## config.mk

```make
export PLATFORM = sky130hd
export DESIGN_NAME = cordic_job_sched
export DESIGN_NICKNAME = d
export VERILOG_FILES = /design/src/rtl/cordic_job_sched.sv
export SDC_FILE = /design/constraint.sdc
export NUM_CORES = 1
export LEC_CHECK = 0
export CAP_MARGIN = 20
export CORE_MARGIN = 5
export CORE_UTILIZATION = 45
export DETAILED_ROUTE_END_ITERATION = 7
export DONT_BUFFER_PORTS = 1
export HOLD_SLACK_MARGIN = 0.15
export PLACE_DENSITY = 0.73
export SKIP_CTS_REPAIR_TIMING = 1
export SYNTH_ARGS = -nofsm -noshare
export SYNTH_HDL_FRONTEND = slang
export SYNTH_SLANG_ARGS = --single-unit
```

## constraint.sdc

```tcl
create_clock -name clk -period 1.6 [get_ports clk]
set_input_delay 0.32 -clock clk [delete_from_list [all_inputs] [get_ports clk]]
set_output_delay 0.32 -clock clk [all_outputs]
set_load 0.1 [all_outputs]
```

## src/rtl/cordic_job_sched.sv

```systemverilog
// cordic_job_sched: arbitrates two requesters onto one shared CORDIC core,
// guards each job with a watchdog and holds the result until it is consumed.
module cordic_job_sched #(
   parameter int unsigned TIMEOUT_CYCLES = 255,
   parameter logic [31:0] NAN_VALUE      = 32'h7FC00000
) (
   input  logic        clk,
   input  logic        rst_n,
   input  logic [1:0]  req_valid,
   input  logic [31:0] req_theta0,
   input  logic [31:0] req_theta1,
   input  logic [1:0]  req_cos,
   output logic [1:0]  req_ready,
   output logic [1:0]  rsp_valid,
   input  logic [1:0]  rsp_ack,
   output logic [31:0] rsp_data,
   output logic        rsp_err,
   output logic        rsp_timeout,
   output logic [31:0] core_theta,
   output logic        core_start,
   output logic        core_cos,
   input  logic        core_done,
   input  logic [31:0] core_result,
   input  logic        core_invalid,
   output logic        busy,
   output logic [15:0] job_count
);

   typedef enum logic [1:0] {IDLE, BUSY, RESP} state_t;

   state_t      state, state_nxt;
   logic        grant_id;
   logic        job_id;
   logic        last_grant;
   logic        cos_q;
   logic [31:0] theta_q;
   logic [15:0] wd_q;
   logic        wd_expire;
   logic        accept;
   logic        ack_hit;

   assign wd_expire = (wd_q == 16'(TIMEOUT_CYCLES - 1));
   assign accept    = (state == IDLE) && (req_valid != 2'b00);
   assign ack_hit   = (state == RESP) && rsp_ack[job_id];

   assign core_start = (state == BUSY);
   assign busy       = (state != IDLE);
   assign core_theta = theta_q;
   assign core_cos   = cos_q;

   // Round-robin grant: a tie goes to the requester that was not served last.
   always_comb begin
      case (req_valid)
         2'b01:   grant_id = 1'b0;
         2'b10:   grant_id = 1'b1;
         2'b11:   grant_id = ~last_grant;
         default: grant_id = 1'b0;
      endcase
   end

   // State register.
   always_ff @(posedge clk or negedge rst_n) begin
      // NOTE: sequential state uses non-blocking assignments so every register
      // samples pre-edge values regardless of statement order.
      if (!rst_n) state <= IDLE;
      else        state <= state_nxt;
   end

   // Next-state and handshake outputs.
   always_comb begin
      // NOTE: every output gets a default first so no path leaves it unassigned,
      // which would otherwise infer a latch.
      state_nxt = state;
      req_ready = 2'b00;
      rsp_valid = 2'b00;
      case (state)
         IDLE: begin
            if (accept) begin
               req_ready = grant_id ? 2'b10 : 2'b01;
               state_nxt = BUSY;
            end
         end
         BUSY: begin
            if (core_done || wd_expire) state_nxt = RESP;
         end
         RESP: begin
            rsp_valid = job_id ? 2'b10 : 2'b01;
            if (rsp_ack[job_id]) state_nxt = IDLE;
         end
         default: state_nxt = IDLE;
      endcase
   end

   // Job capture, watchdog, result capture and completion bookkeeping.
   always_ff @(posedge clk or negedge rst_n) begin
      if (!rst_n) begin
         theta_q     <= '0;
         cos_q       <= 1'b0;
         job_id      <= 1'b0;
         last_grant  <= 1'b1;
         wd_q        <= '0;
         rsp_data    <= '0;
         rsp_err     <= 1'b0;
         rsp_timeout <= 1'b0;
         job_count   <= '0;
      end else begin
         if (accept) begin
            theta_q <= grant_id ? req_theta1 : req_theta0;
            cos_q   <= req_cos[grant_id];
            job_id  <= grant_id;
            wd_q    <= '0;
         end
         if (state == BUSY) begin
            wd_q <= wd_q + 16'd1;
            // A completing core beats a watchdog expiring in the same cycle.
            if (core_done) begin
               rsp_data    <= core_result;
               rsp_err     <= core_invalid;
               rsp_timeout <= 1'b0;
            end else if (wd_expire) begin
               rsp_data    <= NAN_VALUE;
               rsp_err     <= 1'b1;
               rsp_timeout <= 1'b1;
            end
         end
         if (ack_hit) begin
            last_grant <= job_id;
            job_count  <= job_count + 16'd1;
         end
      end
   end

endmodule

```

# Yosys cells after proc, flatten, opt, wreduce, memory -nomap -nowiden
# Index checks and enable logic that the tools add are counted.
classes:
  addsub: 2
  mul: 0
  div: 0
  magnitude_cmp: 2
  eq_ne: 8
  shifts: 0
  n_mux: 22
  bitwise_logic: 1
  n_reduce_logical: 10
ops:
  columns: ["cell", "n"]
  rows:
  - ["$mux 32", 3]
  - ["$add 16x1->16 const B", 2]
  - ["$mux 16", 2]
  - ["$eq 16x8->1 const B", 1]
  - ["$mux 2", 8]
  - ["$reduce_bool 2->1", 4]
  - ["$mux 1", 7]
  - ["$eq 2x2->1 const B", 3]
  - ["$pmux 2 s3", 1]
  - ["$lt 1x2->1 const B", 2]
  - ["$ne 2x1->1 const B", 2]
  - ["$reduce_and 3->1", 1]
  - ["$eq 2x1->1 const B", 1]
  - ["$logic_and 1x1->1", 2]
  - ["$logic_not 2->1", 1]
  - ["$ne 2x2->1 const B", 1]
  - ["$pmux 1 s2", 1]
  - ["$reduce_and 2->1", 1]
  - ["$logic_or 1x1->1", 1]
  - ["$not 1->1", 1]
totals:
  ff_bits: 103
  latchBits: 0
  mem_bits_rw: 0
  mem_bits_ro: 0
  inputBits: 106
  memories: 0

# Logic depth before layout (Yosys ltp)
depth:
  depth_word: 5
  mapped_depth: 7
  depth_no_buf: 6

# Worst setup path after synthesis
# OpenSTA, ideal clock, no wires.
synth_timing:
  path_kind: "reg-to-output"
  startpoint: "reg state[0]"
  endpoint: "out rsp_valid[0]"
  arrival_time_ns: 1.881
  path_slack_ns: -0.601
  path_stages_with_launch: 3
  path_buffers: 0
  path_cell_list: "dfrtp_1 > nand2b_1 > nor2_1"
synth_via:
  elab_chain_len: 2
synth_lines:
  columns: ["item", "line_no", "source"]
  rows:
  - ["start: declaration", "31", "state_t state, state_nxt;"]
  - ["start signal: assignment", "66", "else state <= state_nxt;"]
  - ["$eq 2x2->1", "76", "case (state)"]
  - ["$mux 2", "76", null]
  - ["end: declaration", "14", "output logic [1:0] rsp_valid,"]
# Every way passes these cells.

# Final worst setup path
layout_timing:
  startpoint: "reg state[0]"
  endpoint: "out req_ready[1]"
layout_via:
  elab_chain_len: 4
layout_lines:
  columns: ["item", "line_no", "source"]
  rows:
  - ["$logic_not 2->1 *", "43, 76", null]
  - ["$logic_and 1x1->1", "43", "assign accept = (state == IDLE) && (req_valid != 2'b00);"]
  - ["$mux 2", "78", "if (accept) begin"]
  - ["$mux 2 *", "76", null]
  - ["end: declaration", "13", "output logic [1:0] req_ready,"]
# Every way passes the cells marked *; elsewhere a longest branch is shown, timed or not.

==> flow_summary_export.csv <==
group,metric,value,unit
routing,dr.first_iter.drc_count,548,
status,status,"complete, but fails checks",
layout,multi_input_area,0.00165,mm^2
synth,synth_seq_cells,103,
global_route,overflow,0,
synth,yosys.cell_types.count,44,
synth,syn_nets,473,
routing,drc_errors,0,
sta,max_slew_margin,0.566,
clocking,cts_buffers,9,
layout,fillerInstances,651,
routing,drtPass1Iterations,7,
synth,synth_area,0.00437,mm^2
die,fp.dieH,109,um
routing,vias,4145,
placement,gp_congestion,0.837,
placement,numPortBuffers,0,
clocking,h-tree-depth,3,
sta,grt_setup_unrepaired,"yes",
routing,wl_per_cell,21.5,um
die,num_io_pins,195,
sta,finalClockSkew,0.0123,ns
sta,worst_slack,-0.185,ns
setup_path,r2r-start,"state[0]$_DFFE_PN0P_",
die,start_util,0.454,
die,row_count,36,
die,die_area,0.0118,mm^2
layout,utilization,0.712,
synth,ys.flop_type,"dfrtp_1",
placement,place_hpwl,8.11,mm
layout,nNetsFinal,684,
setup_path,cp-startpoint,"state[0]$_DFFE_PN0P_",
global_route,antenna_found_initial,1,
layout,drive_above_1_share,0.317,
die,core_area,0.00964,mm^2
sta,min_period,1.78,ns
routing,wirelength,15.3,mm
global_route,grt_pass1_wl,16.7,mm
layout,seq_area,0.00262,mm^2
sta,worstMarginPinSlew,0.648,ns
synth,synth-edff-count,0,
setup_path,ff2ff_path_depth,5,
worst_hold_path,hold_path_class,"in2async",
sta,clock.fmax,560,MHz
global_route,grt_pass1_vias,3401,
global_route,grt_usage,0.182,
synth,ys_seq_area_frac,0.590,
setup_path,critPathKind,"reg2out",
status,failed_checks,"negative hold slack, negative setup slack",
routing,via_per_inst,5.81,
sta,period_share,1.12,
setup_path,critPathRequiredTime,1.28,ns
flow_run,drv_cap,0,
clocking,root_buffer,"clkbuf_8",
clocking,path_clk_slew,0.12,ns
clocking,cts_buffer_depth,2,
sta,setup_viol,15,
setup_path,end_kind,"output pin",
placement,place_ws,-0.140,ns
synth,yosys_warnings,0,
global_route,grt_max_degree,104,
synth,synth_async_sr_flop_share,1.00,
synth,avgSynthCellArea,12.0,um^2
synth,syn-instance-count,364,
setup_path,worstPathMaxFanout,5,
sta,maxSlewViolCount,0,
routing,ant_nets,0,
setup_path,worstPathArrival,1.46,ns
setup_path,startpoint_type,"flop",
clocking,cts_sinks,103,
die,die-width,109,um
clocking,cts_tree,"yes",
sta,hold_viol,103,
sta,whs,-0.367,ns
clocking,clkLatencyLatePin,0.37,ns
layout,syn2layout_area_growth,57.0,%
-- through the flow --
step / TNS [ns] / cells / area, um^2
finish: -1.09 / 714 / 6870
global route: -3.88 / 714 / 6870
CTS: -7.41 / 595 / 5530
detailed placement: -4.28 / 579 / 5320
global placement: -1.66 / 579 / 5320
floorplan: -0.256 / 364 / 4420
-- worst max-delay path, stage by stage, from the launching register on --
cell	delay [ns]
dfrtp_2	0.48
nor2_4	0.16
and3_4	0.25
buf_12	0.20
-- synthesized netlist by cell type (2+ instances only) --
library cell	count	area, um^2
a222oi_1	33	330
a22o_1	24	210
a31oi_1	4	25.0
and2_1	3	18.8
and3_1	9	56.3
and4_1	2	17.5
buf_2	12	60.1
buf_6	5	56.3
clkbuf_1	7	26.3
dfrtp_1	102	2550
ha_1	3	37.5
inv_1	36	135
mux2i_1	4	40.0
nand2_1	24	90.1
nand2b_1	3	18.8
nand3_1	10	50.1
nand4_1	10	62.6
nor2_1	8	30.0
nor4_2	2	25.0
o211ai_1	2	15.0
o21ai_0	12	60.1
o22a_1	10	87.6
o31ai_1	4	30.0
xnor2_1	13	114
xor2_1	3	26.3
-- layer usage --
layer	part of all wire	track usage	up-vias
met4	0.032	0.0487	0
met5	0	0	-
met2	0.51	0.280	274
met1	0.36	0.245	2038
li1	-	-	1789
met3	0.094	0.0645	44
-- registers in the layout, summed over array words and instances (netlist names) --
register,flops
core_theta,32
rsp_data,32
job_count,16
wd_q,16
state,2
core_cos,1
job_id,1
last_grant,1
rsp_err,1
rsp_timeout,1
-- layout make-up --
type                            instances  area share
Multi-Input combinational cell        202       0.241
Inverter                               37      0.0206
Sequential cell                       103       0.381
Clock buffer                            9      0.0180
Tap cell                              133      0.0242
Timing Repair Buffer                  222       0.302
Clock inverter                          7      0.0122
Antenna cell                            1    0.000364
-- cells in the final DEF, fill, tap and decap left out, drive strengths merged, types with 2 or more instances in the layout --
cell type	count
a22o	24
o31ai	4
a222oi	33
nor4	2
o211ai	2
nand4	10
ha	3
xor2	3
and2	5
inv	42
nand2b	3
dlygate4sd3	100
nand2	25
clkbuf	12
nor2	8
and4	3
o22a	10
and3	9
nand3	11
mux2i	4
xnor2	13
dfrtp	102
a31oi	4
buf	119
o21ai	14
-- cells by family after synthesis --
family | synth area share
compound gates | 0.191
xor+xnor | 0.0320
fa+ha+maj | 0.00858
buf+inv | 0.0644
flops | 0.590
mux | 0.0117
simple gates | 0.103
-- path summary, 6_finish.rpt --
kind | end | slack (ns)
hold / removal | core_theta[5]$_DFFE_PN0P_ | -0.37
setup / recovery | req_ready[1] | -0.18
hold reg to reg | job_count[15]$_DFFE_PN0P_ | 0.48
setup reg to reg | core_theta[1]$_DFFE_PN0P_ | -0.05
max in group asynchronous | last_grant$_DFFE_PN1P_ | 1.76
min in group clk | state[0]$_DFFE_PN0P_ | 0.19
Power is left out: the tool's default activity adds up to more than one toggle a clock period on the data nets, which glitch-free logic cannot reach.
